==> config.mk <==
export PLATFORM = sky130hd
export DESIGN_NAME = digit_shifter
export DESIGN_NICKNAME = d
export VERILOG_FILES = /design/src/rtl/tm1638_pkg.sv /design/src/rtl/nibble_fifo.sv /design/src/rtl/digit_shifter.sv
export SDC_FILE = /design/constraint.sdc
export NUM_CORES = 1
export LEC_CHECK = 0
export ABC_AREA = 0
export CAP_MARGIN = 20
export CORE_MARGIN = 10
export CORE_UTILIZATION = 45
export CTS_CLUSTER_DIAMETER = 100
export CTS_CLUSTER_SIZE = 8
export DETAILED_ROUTE_END_ITERATION = 6
export PLACE_DENSITY = 0.69
export SETUP_SLACK_MARGIN = 0.2
export SLEW_MARGIN = 20
export SYNTH_ARGS = -nofsm -noshare
export SYNTH_HDL_FRONTEND = slang
export SYNTH_SLANG_ARGS = --single-unit
==> constraint.sdc <==
create_clock -name clkinput -period 7.82 [get_ports clkinput]
set_input_delay 1.564 -clock clkinput [delete_from_list [all_inputs] [get_ports clkinput]]
set_output_delay 1.564 -clock clkinput [all_outputs]
set_load 0.05 [all_outputs]
==> src/rtl/tm1638_pkg.sv <==
// tm1638_pkg: shared constants for the TM1638 display path.
// Provides the blank digit code, the digit_shifter mode encoding and the
// driver frame length in clocks.
package tm1638_pkg;
  localparam logic [3:0] BLANK = 4'hF;
  localparam int TM1638_FRAME_CYCLES = 311;
  typedef enum logic [1:0] {
    MODE_HOLD  = 2'b00,
    MODE_SHIFT = 2'b01,
    MODE_ROTL  = 2'b10,
    MODE_ROTR  = 2'b11
  } mode_t;
endpackage

==> src/rtl/nibble_fifo.sv <==
// nibble_fifo: small 4-bit FIFO with synchronous flush.
// Ports: clk, rst_n (async active-low), flush (sync, drops a same-cycle push),
// push/din in, pop/dout out (dout is the head), full, empty.
module nibble_fifo #(
  parameter int DEPTH = 4
) (
  input  logic       clk,
  input  logic       rst_n,
  input  logic       flush,
  input  logic       push,
  input  logic       pop,
  input  logic [3:0] din,
  output logic [3:0] dout,
  output logic       full,
  output logic       empty
);
  localparam int AW = $clog2(DEPTH);
  logic [3:0]    r_mem [DEPTH];
  logic [AW-1:0] r_wr, r_rd;
  logic [AW:0]   r_cnt;
  logic          w_push, w_pop;
  // DEPTH is a power of two, so the count MSB alone marks full.
  assign full   = r_cnt[AW];
  assign empty  = r_cnt == '0;
  assign dout   = r_mem[r_rd];
  assign w_push = push && !full && !flush;
  assign w_pop  = pop && !empty && !flush;
  always_ff @(posedge clk or negedge rst_n)
    if (!rst_n) begin
      r_wr  <= '0;
      r_rd  <= '0;
      r_cnt <= '0;
    end else if (flush) begin
      r_wr  <= '0;
      r_rd  <= '0;
      r_cnt <= '0;
    end else begin
      if (w_push) r_wr <= r_wr + AW'(1);
      if (w_pop) r_rd <= r_rd + AW'(1);
      r_cnt <= r_cnt + (AW+1)'(w_push) - (AW+1)'(w_pop);
    end
  always_ff @(posedge clk)
    if (w_push) r_mem[r_wr] <= din;
endmodule

==> src/rtl/digit_shifter.sv <==
// digit_shifter: feeds hex nibbles across eight TM1638 digits at a fixed step rate.
// Ports: clkinput, rst_n (async active-low); din/din_valid/din_ready push handshake;
// mode (hold/shift-in/rotl/rotr, sampled on each step tick); clear (sync flush+blank);
// seg7..seg0 digit nibbles (seg0 rightmost); led one-hot step marker; step_pulse.
module digit_shifter
  import tm1638_pkg::*;
#(
  parameter int TICK_DIV   = 200000,
  parameter int FIFO_DEPTH = 4
) (
  input  logic       clkinput,
  input  logic       rst_n,
  input  logic [3:0] din,
  input  logic       din_valid,
  output logic       din_ready,
  input  logic [1:0] mode,
  input  logic       clear,
  output logic [3:0] seg7,
  output logic [3:0] seg6,
  output logic [3:0] seg5,
  output logic [3:0] seg4,
  output logic [3:0] seg3,
  output logic [3:0] seg2,
  output logic [3:0] seg1,
  output logic [3:0] seg0,
  output logic [7:0] led,
  output logic       step_pulse
);
  localparam int CW = $clog2(TICK_DIV);
  logic [CW-1:0]   r_cnt;
  logic [7:0][3:0] r_seg;
  logic [7:0][3:0] w_seg_nxt;
  logic [7:0]      r_led;
  logic            r_step;
  logic            w_tick, w_step, w_push, w_pop, w_full, w_empty;
  logic [3:0]      w_head, w_new;
  mode_t           w_mode;
  assign w_mode    = mode_t'(mode);
  assign w_tick    = r_cnt == CW'(TICK_DIV - 1);
  assign w_step    = w_tick && w_mode != MODE_HOLD && !clear;
  assign w_pop     = w_step && w_mode == MODE_SHIFT && !w_empty;
  assign din_ready = !w_full;
  assign w_push    = din_valid && din_ready && !clear;
  // An empty FIFO shifts in a blank; a same-cycle push only lands in the FIFO.
  assign w_new     = w_empty ? BLANK : w_head;
  always_comb
    w_seg_nxt = w_mode == MODE_SHIFT ? {r_seg[6:0], w_new} :
                w_mode == MODE_ROTL  ? {r_seg[6:0], r_seg[7]} :
                                       {r_seg[0], r_seg[7:1]};
  always_ff @(posedge clkinput or negedge rst_n)
    if (!rst_n) begin
      r_cnt  <= '0;
      r_seg  <= {8{BLANK}};
      r_led  <= 8'h01;
      r_step <= 1'b0;
    end else if (clear) begin
      r_cnt  <= '0;
      r_seg  <= {8{BLANK}};
      r_led  <= 8'h01;
      r_step <= 1'b0;
    end else begin
      r_cnt  <= w_tick ? '0 : r_cnt + CW'(1);
      r_step <= w_step;
      if (w_step) begin
        r_seg <= w_seg_nxt;
        r_led <= {r_led[6:0], r_led[7]};
      end
    end
  nibble_fifo #(.DEPTH(FIFO_DEPTH)) u_fifo (
    .clk   (clkinput),
    .rst_n (rst_n),
    .flush (clear),
    .push  (w_push),
    .pop   (w_pop),
    .din   (din),
    .dout  (w_head),
    .full  (w_full),
    .empty (w_empty)
  );
  assign {seg7, seg6, seg5, seg4, seg3, seg2, seg1, seg0} = r_seg;
  assign led        = r_led;
  assign step_pulse = r_step;
endmodule

======== After elaboration in Yosys (flattened, before gate mapping) ========
Memories as Yosys holds them, arrays and structs flattened.
Cells that the tools add are included.
operators by class
  multiplexer cells ....................... 17
  add/subtract/negate cells ............... 5
  equal/unequal tests ..................... 3
  reduce and logical (&&, ||, !) cells .... 18
operators with widths
  cell                                                              count
  32-bit 2-to-1 mux                                                 4
  18-bit 2-to-1 mux                                                 2
  18-bit by 1-bit adder with 18-bit output (second input constant)  1
  18-bit == test (second input constant)                            1
  8-bit 2-to-1 mux                                                  2
  1-bit logical AND                                                 10
  2-bit 2-to-1 mux                                                  4
  2-bit nonzero test                                                4
  2-bit by 1-bit adder with 2-bit output (second input constant)    2
  4-bit 2-to-1 mux                                                  1
  3-bit by 1-bit adder with 3-bit output                            1
  1-bit zero test                                                   3
  3-bit zero test                                                   1
  1-bit 2-to-1 mux                                                  3
  3-bit 2-to-1 mux                                                  1
  3-bit by 1-bit subtractor with 3-bit output                       1
  2-bit by 1-bit == test with 1-bit output (second input constant)  1
  2-bit == test (second input constant)                             1
word-level totals
  output and inout port bits .............. 42
  logic and storage cells ................. 58
  flip-flop bits (word level) ............. 66
  RAM bits ................................ 16
  input port bits ......................... 10
  memories kept ........................... 1
memories
  memory        words  bits a word  read ports  clocked after Yosys merged registers in  wr ports  line               RTL
  u_fifo.r_mem  4      4            1           0                                        1         nibble_fifo.sv:18  logic [3:0] r_mem [DEPTH];

======== Longest topological paths before layout ========
Gate-level depths: netlist (run 1).
  depth in word-level cells ............... 9
  depth in mapped cells ................... 12
  depth with buffers taken out ............ 11

======== Modules after synthesis ========
Synthesis (run 1) repeated with hierarchy kept, for this count alone.
unflattened totals
  cells, all modules ...................... 312
  area, all modules ....................... 4246.6 µm²
by module, submodules not included
  module         seq. area each (µm²)  instances  cells each  area an instance (µm²)
  digit_shifter  1517.7                1          247         3199.3
  nibble_fifo    655.6                 1          65          1047.3

======== Worst setup path after synthesis (run 1) ========
OpenSTA, ideal clock, no wires.
  path type ............................... input to register
  start ................................... input clear
  end ..................................... register u_fifo.r_cnt[2]
  setup time .............................. 0.132 ns
  cell stages on the path ................. 11
  arrival ................................. 3.383 ns
  path buffers ............................ 1
  setup slack ............................. 4.305 ns
  data required time ...................... 7.688 ns
  cell sequence ........................... clkbuf_1 > nor4_1 > nand3_1 > inv_1 > ha_1 > inv_1 > ha_1 > inv_1 > fa_1 > xnor2_1 > nor2_1
between the ends
  word-level cells in the longest chain between the ends .. 8
  elaborated cells between the ends (all ways) .. 12
  those cells by class .................... add/sub (2); mux (1); reduce/logical (9)
ends and longest elaborated chain
  element                                                                                         line                 RTL
  start, declared                                                                                 digit_shifter.sv:17  input logic clear,
  parallel branches: the longest is 7 deep, another holds 3-bit by 1-bit adder with 3-bit output  -
  3-bit 2-to-1 mux *                                                                              nibble_fifo.sv:33    end else if (flush) begin
  end signal, assigned                                                                            nibble_fifo.sv:40    r_cnt <= r_cnt + (AW+1)'(w_push) - (AW+1)'(w_pop);
  end, declared                                                                                   nibble_fifo.sv:20    logic [AW:0] r_cnt;
Every way passes the cells marked *.
A chain may end at the register's enable or synchronous reset.

======== Final worst setup path (run 1) ========
  start ................................... input mode[0]
  end ..................................... register u_fifo.r_cnt[2]
between the ends
  word-level cells in the longest chain between the ends .. 9
  elaborated cells between the ends (all ways) .. 10
  those cells by class .................... add/sub (1); eq/ne (1); mux (1); reduce/logical (7)
ends and longest elaborated chain
  element                                        line                 RTL
  start, declared                                digit_shifter.sv:16  input logic [1:0] mode,
  2-bit nonzero test                             digit_shifter.sv:40  assign w_step = w_tick && w_mode != MODE_HOLD && !clear;
  1-bit logical AND (2 in series)                digit_shifter.sv:40
  1-bit logical AND * (2 in series)              digit_shifter.sv:41  assign w_pop = w_step && w_mode == MODE_SHIFT && !w_empty;
  1-bit logical AND * (2 in series)              nibble_fifo.sv:27    assign w_pop = pop && !empty && !flush;
  3-bit by 1-bit subtractor with 3-bit output *  nibble_fifo.sv:40
  3-bit 2-to-1 mux *                             nibble_fifo.sv:33
Every way passes the cells marked *; elsewhere a longest branch is shown, timed or not.

==> results.py, run 1 <==
metrics = {
    "synth": {
        "yosysMostFrequentCell": "mux2i_1",
        "synthTopCellsByCount": "34 x mux2i_1, 33 x dfrtp_1, 33 x dfstp_2",
        "synth_top_area_share_pct": 22.11,
        "synthArstFlopShare_pct": 80.49,
        "syn_area_per_cell_um2": 12.69,
        "synthCells": 309,
        "yosysUniqueCellTypes": 46,
        "synthFlopType": "dfstp_2",
        "synth_warnings": 0,
        "netlist_area_um2": 3923,
        "synth_seq_area_share_pct": 55.41,
        "synth-edff-count": 16,
        "synth.area.top_cells": "dfstp_2 22%, dfrtp_1 21%, edfxtp_1 12%, mux2i_1 8.7%, a2bb2oi_1 6.3%",
        "synth_top_area_cell": "dfstp_2",
        "ys_seq_elements": 82,
        "syn-num-nets": 327,
    },
    "placed_design": {
        "placed_cells": 454,
        "portBuffers": 51,
        "hpwl_mm": 5.417,
        "dp_slack_ps": 3274,
        "place_congestion": 0.7507,
    },
    "cts": {
        "cts_resized": 0,
        "clockBufferDepth": 2,
        "cts_hold_buf": 0,
        "h-tree-depth": 3,
        "postCtsSetupRepairBufs": 0,
        "cts_made_buffers": 9,
        "cts_tree": "done",
        "cts.sinks": 82,
        "worstSkewPairLatency_ps": 350,
        "cts_root_buf": "clkbuf_8",
        "path_clk_slew_ps": 80,
    },
    "route": {
        "wl_per_cell_um": 16.68,
        "dr_total_vias": 2563,
        "ant_nets": 0,
        "wl_mm": 7.855,
        "routed_via_density": 5.442,
        "firstDrtPassIters": 4,
        "drc": 0,
        "drt_iter0_markers": 102,
    },
    "run": {
        "max-cap-violations": 0,
    },
    "floorplan": {
        "die_area_um2": 12850,
        "fp.dieH_um": 113.4,
        "die_w_um": 113.4,
        "initial_core_util_pct": 45.65,
        "rows": 34,
        "ios": 52,
        "core-area_um2": 8593,
    },
    "layout": {
        "insertedDiodeCount": 0,
        "nets": 376,
        "largest_reg_flops": 18,
        "drive_above_1_share_pct": 17.08,
        "final_core_util_pct": 54.82,
        "nFillCells": 719,
        "multiInputGateArea_um2": 1608,
        "stdcell_count": 471,
        "top_register": "r_cnt",
        "regArea_um2": 2173,
        "area_delta_synth_final_pct": 20.10,
    },
    "grt": {
        "grt_pass1_vias": 2568,
        "grt_pass1_wl_mm": 13.31,
        "track_usage_pct": 12.65,
        "gr-total-overflow": 0,
        "grt_antenna_before_repair": 0,
        "grt_max_degree": 67,
    },
    "timing": {
        "rsz0062_at_grt": "no",
        "fin_ws_ps": 3634,
        "fmax_mhz": 238.9,
        "setup_viol_count_final": 0,
        "fin_crit_sh_pct": 53.53,
        "hold_viol": 0,
        "maxSlewViolCount": 0,
        "slew_headroom_pct": 45.41,
        "skew_ps": 10.13,
        "tns_ps": 0,
        "timing.final.crit_period_ps": 4186,
        "worst_pin_slew_ps": 818.8,
    },
    "power": {
        "ir_drop_uv": 70.74,
        "p_int_uw": 622.4,
        "combPwrFrac_pct": 8.2,
        "p_clk_share_pct": 36.5,
        "power_switching_uw": 186.4,
        "p_per_area_nw_per_um2": 171.7,
        "leakage_uw": 0.001911,
        "p_seq_share_pct": 55.3,
        "swShare_pct": 23.05,
    },
    "critical_path": {
        "reg2reg_slack_ps": 4910,
        "worstSetupPathType": "in -> reg",
        "cp_slowest_cell": "clkdlybuf4s50_1",
        "cp_max_fo": 11,
        "crit_chain": "clkdlybuf4s50_1 > nor2_1 > nor4_1 > nand3_1 > inv_1 > ha_1 > inv_1 > ha_1 > inv_1 > fa_1 > xnor2_1 > nor2_1",
        "critPathLaunchType": "input port",
        "critPathMaxStageDelay_ps": 860,
        "crit_required_ps": 8040,
        "critical_path_arrival_ps": 4410,
        "worstSetupEndpointType": "flop",
        "crit_top_cell": "inv_1",
    },
    "min_path": {
        "hold_class": "reg -> reg",
    },
    "status": {
        "status": "finished, final reports clean",
    },
}
[routing by layer]
| metal | up-vias | part of all wire (%) | wire [um] | track usage [%] |
|---|---|---|---|---|
| li1 | 1237 | - | - | - |
| met1 | 1266 | 47 | 3685 | 16.36 |
| met2 | 50 | 46 | 3605 | 19.16 |
| met3 | 10 | 5.2 | 407 | 3.598 |
| met4 | 0 | 2.0 | 157 | 5.838 |
| met5 | - | 0 | 0 | 0 |
[placed cells by master, fill, tap and decap left out, types with 5 or more instances in the layout]
master,Yosys,routed
xnor2_1,7,7
dfrtp_1,33,33
clkbuf_8,0,11
nand2_1,9,9
nand3_1,9,9
clkdlybuf4s50_1,0,50
edfxtp_1,16,16
and2_1,5,5
dfstp_2,33,33
a22o_1,7,7
nand4_1,5,5
xor2_1,8,8
a2bb2oi_1,28,28
inv_1,12,12
nor2_1,26,26
nor2b_1,6,6
ha_1,7,7
mux2i_1,34,34
[cells by family (layout without fill, tap and decap cells)]
kind of cell             Yosys count  after routing  share of synthesized area (%)
flip-flops                        82             82                          55.41
AND/OR/NAND/NOR                   79             79                          10.85
AO/OA/AOI/OAI                     56             56                          12.09
multiplexers                      39             39                          11.26
buffers and inverters             29             83                          3.891
XOR/XNOR                          16             16                          3.764
adder cells (fa/ha/maj)            8              8                          2.743
[worst max-delay path: cells and delay by family]
family	cells	cell delay [ps]
and+or+nand+nor	4	880
buffers and inverters	4	1060
adders and majority gates	3	720
xor gates and xnor gates	1	180
[power groups by stage]
stage | registers (uW) | logic [uW] | clock network (uW)
2_1_floorplan | 454 | 44.2 | 0
3_5_place_dp | 455 | 65.3 | 0
6_report | 447 | 66.4 | 295
5_1_grt | 448 | 73.0 | 324
4_1_cts | 447 | 65.3 | 305
3_3_place_gp | 455 | 63.9 | 0
[cell type report]
cell class                 count  area share, %
timing repair buffer          55          11.79
sequential                    82          46.14
clock buffer                  14          3.904
tap                          108          2.869
clock inverter                 2         0.2125
inverter                      12         0.9562
multi-input combinational    198          34.13
[stage by stage]
step	instance area, um2	hold WS [ps]	power, uW
5_1_grt	4711	511.8	845.2
3_5_place_dp	4489	471.8	520.6
6_report	4711	474.6	808.8
3_3_place_gp	4489	459.0	518.7
2_1_floorplan	3923	447.0	498.5
4_1_cts	4683	481.7	817.2
[worst paths after layout]
| check | cells past startpoint | startpoint | endpoint |
|---|---|---|---|
| min reg2reg | 1 | r_cnt[0]$_DFF_PN0_ | r_cnt[0]$_DFF_PN0_ |
| max | 12 | mode[0] | u_fifo.r_cnt[2]$_DFF_PN0_ |
| min | 1 | r_cnt[0]$_DFF_PN0_ | r_cnt[0]$_DFF_PN0_ |
| max reg2reg | 11 | r_cnt[7]$_DFF_PN0_ | u_fifo.r_cnt[2]$_DFF_PN0_ |
| max in group asynchronous | 2 | rst_n | r_cnt[8]$_DFF_PN0_ |
| min in group asynchronous | 2 | rst_n | led[6]$_DFFE_PN0P_ |
Power figures use the tool's default switching activity.
==> run 2, diff against run 1 <==
--- a/config.mk
+++ b/config.mk
@@ -12,7 +12,7 @@
 export CTS_CLUSTER_DIAMETER = 100
 export CTS_CLUSTER_SIZE = 8
 export DETAILED_ROUTE_END_ITERATION = 6
-export PLACE_DENSITY = 0.69
+export PLACE_DENSITY = 0.72
 export SETUP_SLACK_MARGIN = 0.2
 export SLEW_MARGIN = 20
 export SYNTH_ARGS = -nofsm -noshare
==> constraint.sdc (replaced) <==
create_clock -name clkinput -period 3.85 [get_ports clkinput]
set_input_delay 0.77 -clock clkinput [delete_from_list [all_inputs] [get_ports clkinput]]
set_output_delay 0.77 -clock clkinput [all_outputs]
set_load 0.05 [all_outputs]
==> run 2 against run 1 <==
Die area did not move; critical path depth fell by 1; wire length rose by 4.5%; register-to-register slack got worse by 4000 ps; design area rose by 1.4%; highest routed layer unchanged; first-iteration DRC count rose by 26%; core utilization rose by 0.76 points; sequential power rose by 100%; worst setup slack got worse by 2800 ps.
==> results.py, run 2 (synthesis gave the netlist of run 1 again) <==
metrics = {
    "status": {
        "status": "finished, final reports clean",
    },
    "critical_path": {
        "crit_top_cell": "inv_1",
        "worstSetupPathType": "reg -> reg",
        "cp_slowest_cell": "or4b_1",
        "reg2reg_slack_ps": 880,
        "crit_chain": "or4b_1 > nor4_1 > nand3_1 > inv_1 > ha_1 > inv_1 > ha_1 > inv_1 > fa_1 > xnor2_1 > nor2_1",
        "cp_max_fo": 5,
        "critPathMaxStageDelay_ps": 580,
        "reg2reg_depth": 11,
        "setup.worst_path.start": "r_cnt[7]$_DFF_PN0_",
        "r2r-end": "u_fifo.r_cnt[2]$_DFF_PN0_",
        "worstSetupEndpointType": "flop",
        "crit_required_ps": 4100,
        "reg2reg_from": "r_cnt[7]$_DFF_PN0_",
        "critPathLaunchType": "flop",
        "crit_end": "u_fifo.r_cnt[2]$_DFF_PN0_",
        "critical_path_arrival_ps": 3220,
    },
    "grt": {
        "grt_max_degree": 52,
        "grt_antenna_before_repair": 0,
        "track_usage_pct": 13.11,
        "gr-total-overflow": 0,
        "grt_pass1_vias": 2677,
        "grt_pass1_wl_mm": 13.77,
    },
    "power": {
        "p_clk_share_pct": 42.5,
        "p_total_uw": 1812,
        "p_seq_share_pct": 50.1,
        "combPwrFrac_pct": 7.3,
        "leakage_uw": 0.001946,
        "swShare_pct": 21.84,
        "power_switching_uw": 395.7,
        "p_per_area_nw_per_um2": 379.3,
        "ir_drop_uv": 213.5,
        "p_int_uw": 1416,
    },
    "layout": {
        "stdcell_count": 474,
        "layout_commonest_cell": "clkdlybuf4s50_1",
        "finalInstanceArea_um2": 4776,
        "top_register": "r_cnt",
        "drive_above_1_share_pct": 18.03,
        "final_cell_mix": "50 x clkdlybuf4s50_1, 34 x mux2i_1, 33 x dfstp_2, 33 x dfrtp_1, 28 x a2bb2oi_1",
        "insertedDiodeCount": 0,
        "nets": 379,
        "largest_reg_flops": 18,
        "area_delta_synth_final_pct": 21.75,
    },
    "cts": {
        "clockBufferDepth": 2,
        "cts_made_buffers": 9,
        "cts_tree": "done",
        "cts.sinks": 82,
        "cts_hold_buf": 0,
        "postCtsSetupRepairBufs": 0,
        "cts_root_buf": "clkbuf_8",
        "worstSkewPairLatency_ps": 350,
        "h-tree-depth": 3,
        "path_clk_slew_ps": 80,
        "cts_resized": 0,
    },
    "timing": {
        "hold_viol": 0,
        "maxSlewViolCount": 0,
        "skew_ps": 8.393,
        "slew_headroom_pct": 51.05,
        "setup_viol_count_final": 0,
        "timing.final.crit_period_ps": 2966,
        "fin_crit_sh_pct": 77.04,
        "tns_ps": 0,
        "rsz0062_at_grt": "no",
        "worst_pin_slew_ps": 734.1,
        "fmax_mhz": 337.2,
    },
    "placed_design": {
        "placed_cells": 458,
        "place_congestion": 0.8207,
        "portBuffers": 51,
        "hpwl_mm": 5.734,
        "dpl_cell_area_um2": 4519,
    },
    "floorplan": {
        "die_area_um2": 12850,
        "initial_core_util_pct": 45.65,
        "ios": 52,
        "fp.dieH_um": 113.4,
        "die_w_um": 113.4,
        "core-area_um2": 8593,
        "rows": 34,
    },
    "route": {
        "routed_via_density": 5.559,
        "wl_per_cell_um": 17.31,
        "dr_total_vias": 2635,
        "ant_nets": 0,
        "drc": 0,
        "wl_mm": 8.205,
        "drt_iter0_markers": 129,
        "firstDrtPassIters": 4,
    },
    "min_path": {
        "hold_class": "reg -> reg",
    },
    "run": {
        "max-cap-violations": 0,
    },
}
run 2: cell types whose count changed in the layout (fill, tap and decap cells not counted), sizes merged:
cell / change
bufinv: +2
buf: +3
clkinv: -1
clkbuf: -1
run 2: worst min path at each step:
stage / startpoint / endpoint / depth (start not counted)
6_report: r_cnt[0]$_DFF_PN0_ / r_cnt[0]$_DFF_PN0_ / 1
5_1_grt: r_cnt[0]$_DFF_PN0_ / r_cnt[0]$_DFF_PN0_ / 1
2_1_floorplan: r_cnt[0]$_DFF_PN0_ / r_cnt[0]$_DFF_PN0_ / 1
4_1_cts: r_cnt[0]$_DFF_PN0_ / r_cnt[0]$_DFF_PN0_ / 1
3_5_place_dp: r_cnt[0]$_DFF_PN0_ / r_cnt[0]$_DFF_PN0_ / 1
3_3_place_gp: r_cnt[0]$_DFF_PN0_ / r_cnt[0]$_DFF_PN0_ / 1
run 2: worst max-delay path, delay by kind of cell (launching register included):
family,cells,cell delay [ps]
AND/OR/NAND/NOR,4,1300
buffers and inverters,3,220
flip-flops,1,430
adder cells (fa/ha/maj),3,750
XOR/XNOR,1,160
run 2: through the flow:
step / hold WS [ps] / worst slack (ps) / utilization [%]
after global routing: 499.7 / 745.2 / 55.58
after global placement: 457.2 / 692.2 / 52.59
after CTS: 478.8 / 870.6 / 55.58
after detailed placement: 466.5 / 569.6 / 52.59
after floorplan: 447.0 / 1129 / -
final: 477.3 / 884.1 / 55.58
run 2: area by class of cell:
cell class / instances / area, um2
sequential: 82 / 2173
tap: 108 / 135.1
inverter: 12 / 45.04
fill: 725 / 3817
clock buffer: 13 / 191.4
clock inverter: 3 / 65.06
timing repair buffer: 58 / 558.0
multi-input combinational: 198 / 1608
run 2: power by group through the flow:
stage | Clock (uW) | Sequential (uW) | Combinational (uW)
2_1_floorplan | 0 | 923 | 89.8
3_3_place_gp | 0 | 924 | 131
3_5_place_dp | 0 | 925 | 135
4_1_cts | 786 | 908 | 136
5_1_grt | 822 | 910 | 148
6_report | 770 | 908 | 133
run 2: per-layer routing:
metal	GRT usage (%)	wire, um	vias to the layer above	share of wire, %
met4	5.668	153	0	1.9
met3	4.286	440	11	5.4
met5	0	0	-	0
li1	-	-	1241	-
met1	16.31	3690	1326	45
met2	20.39	3920	57	48
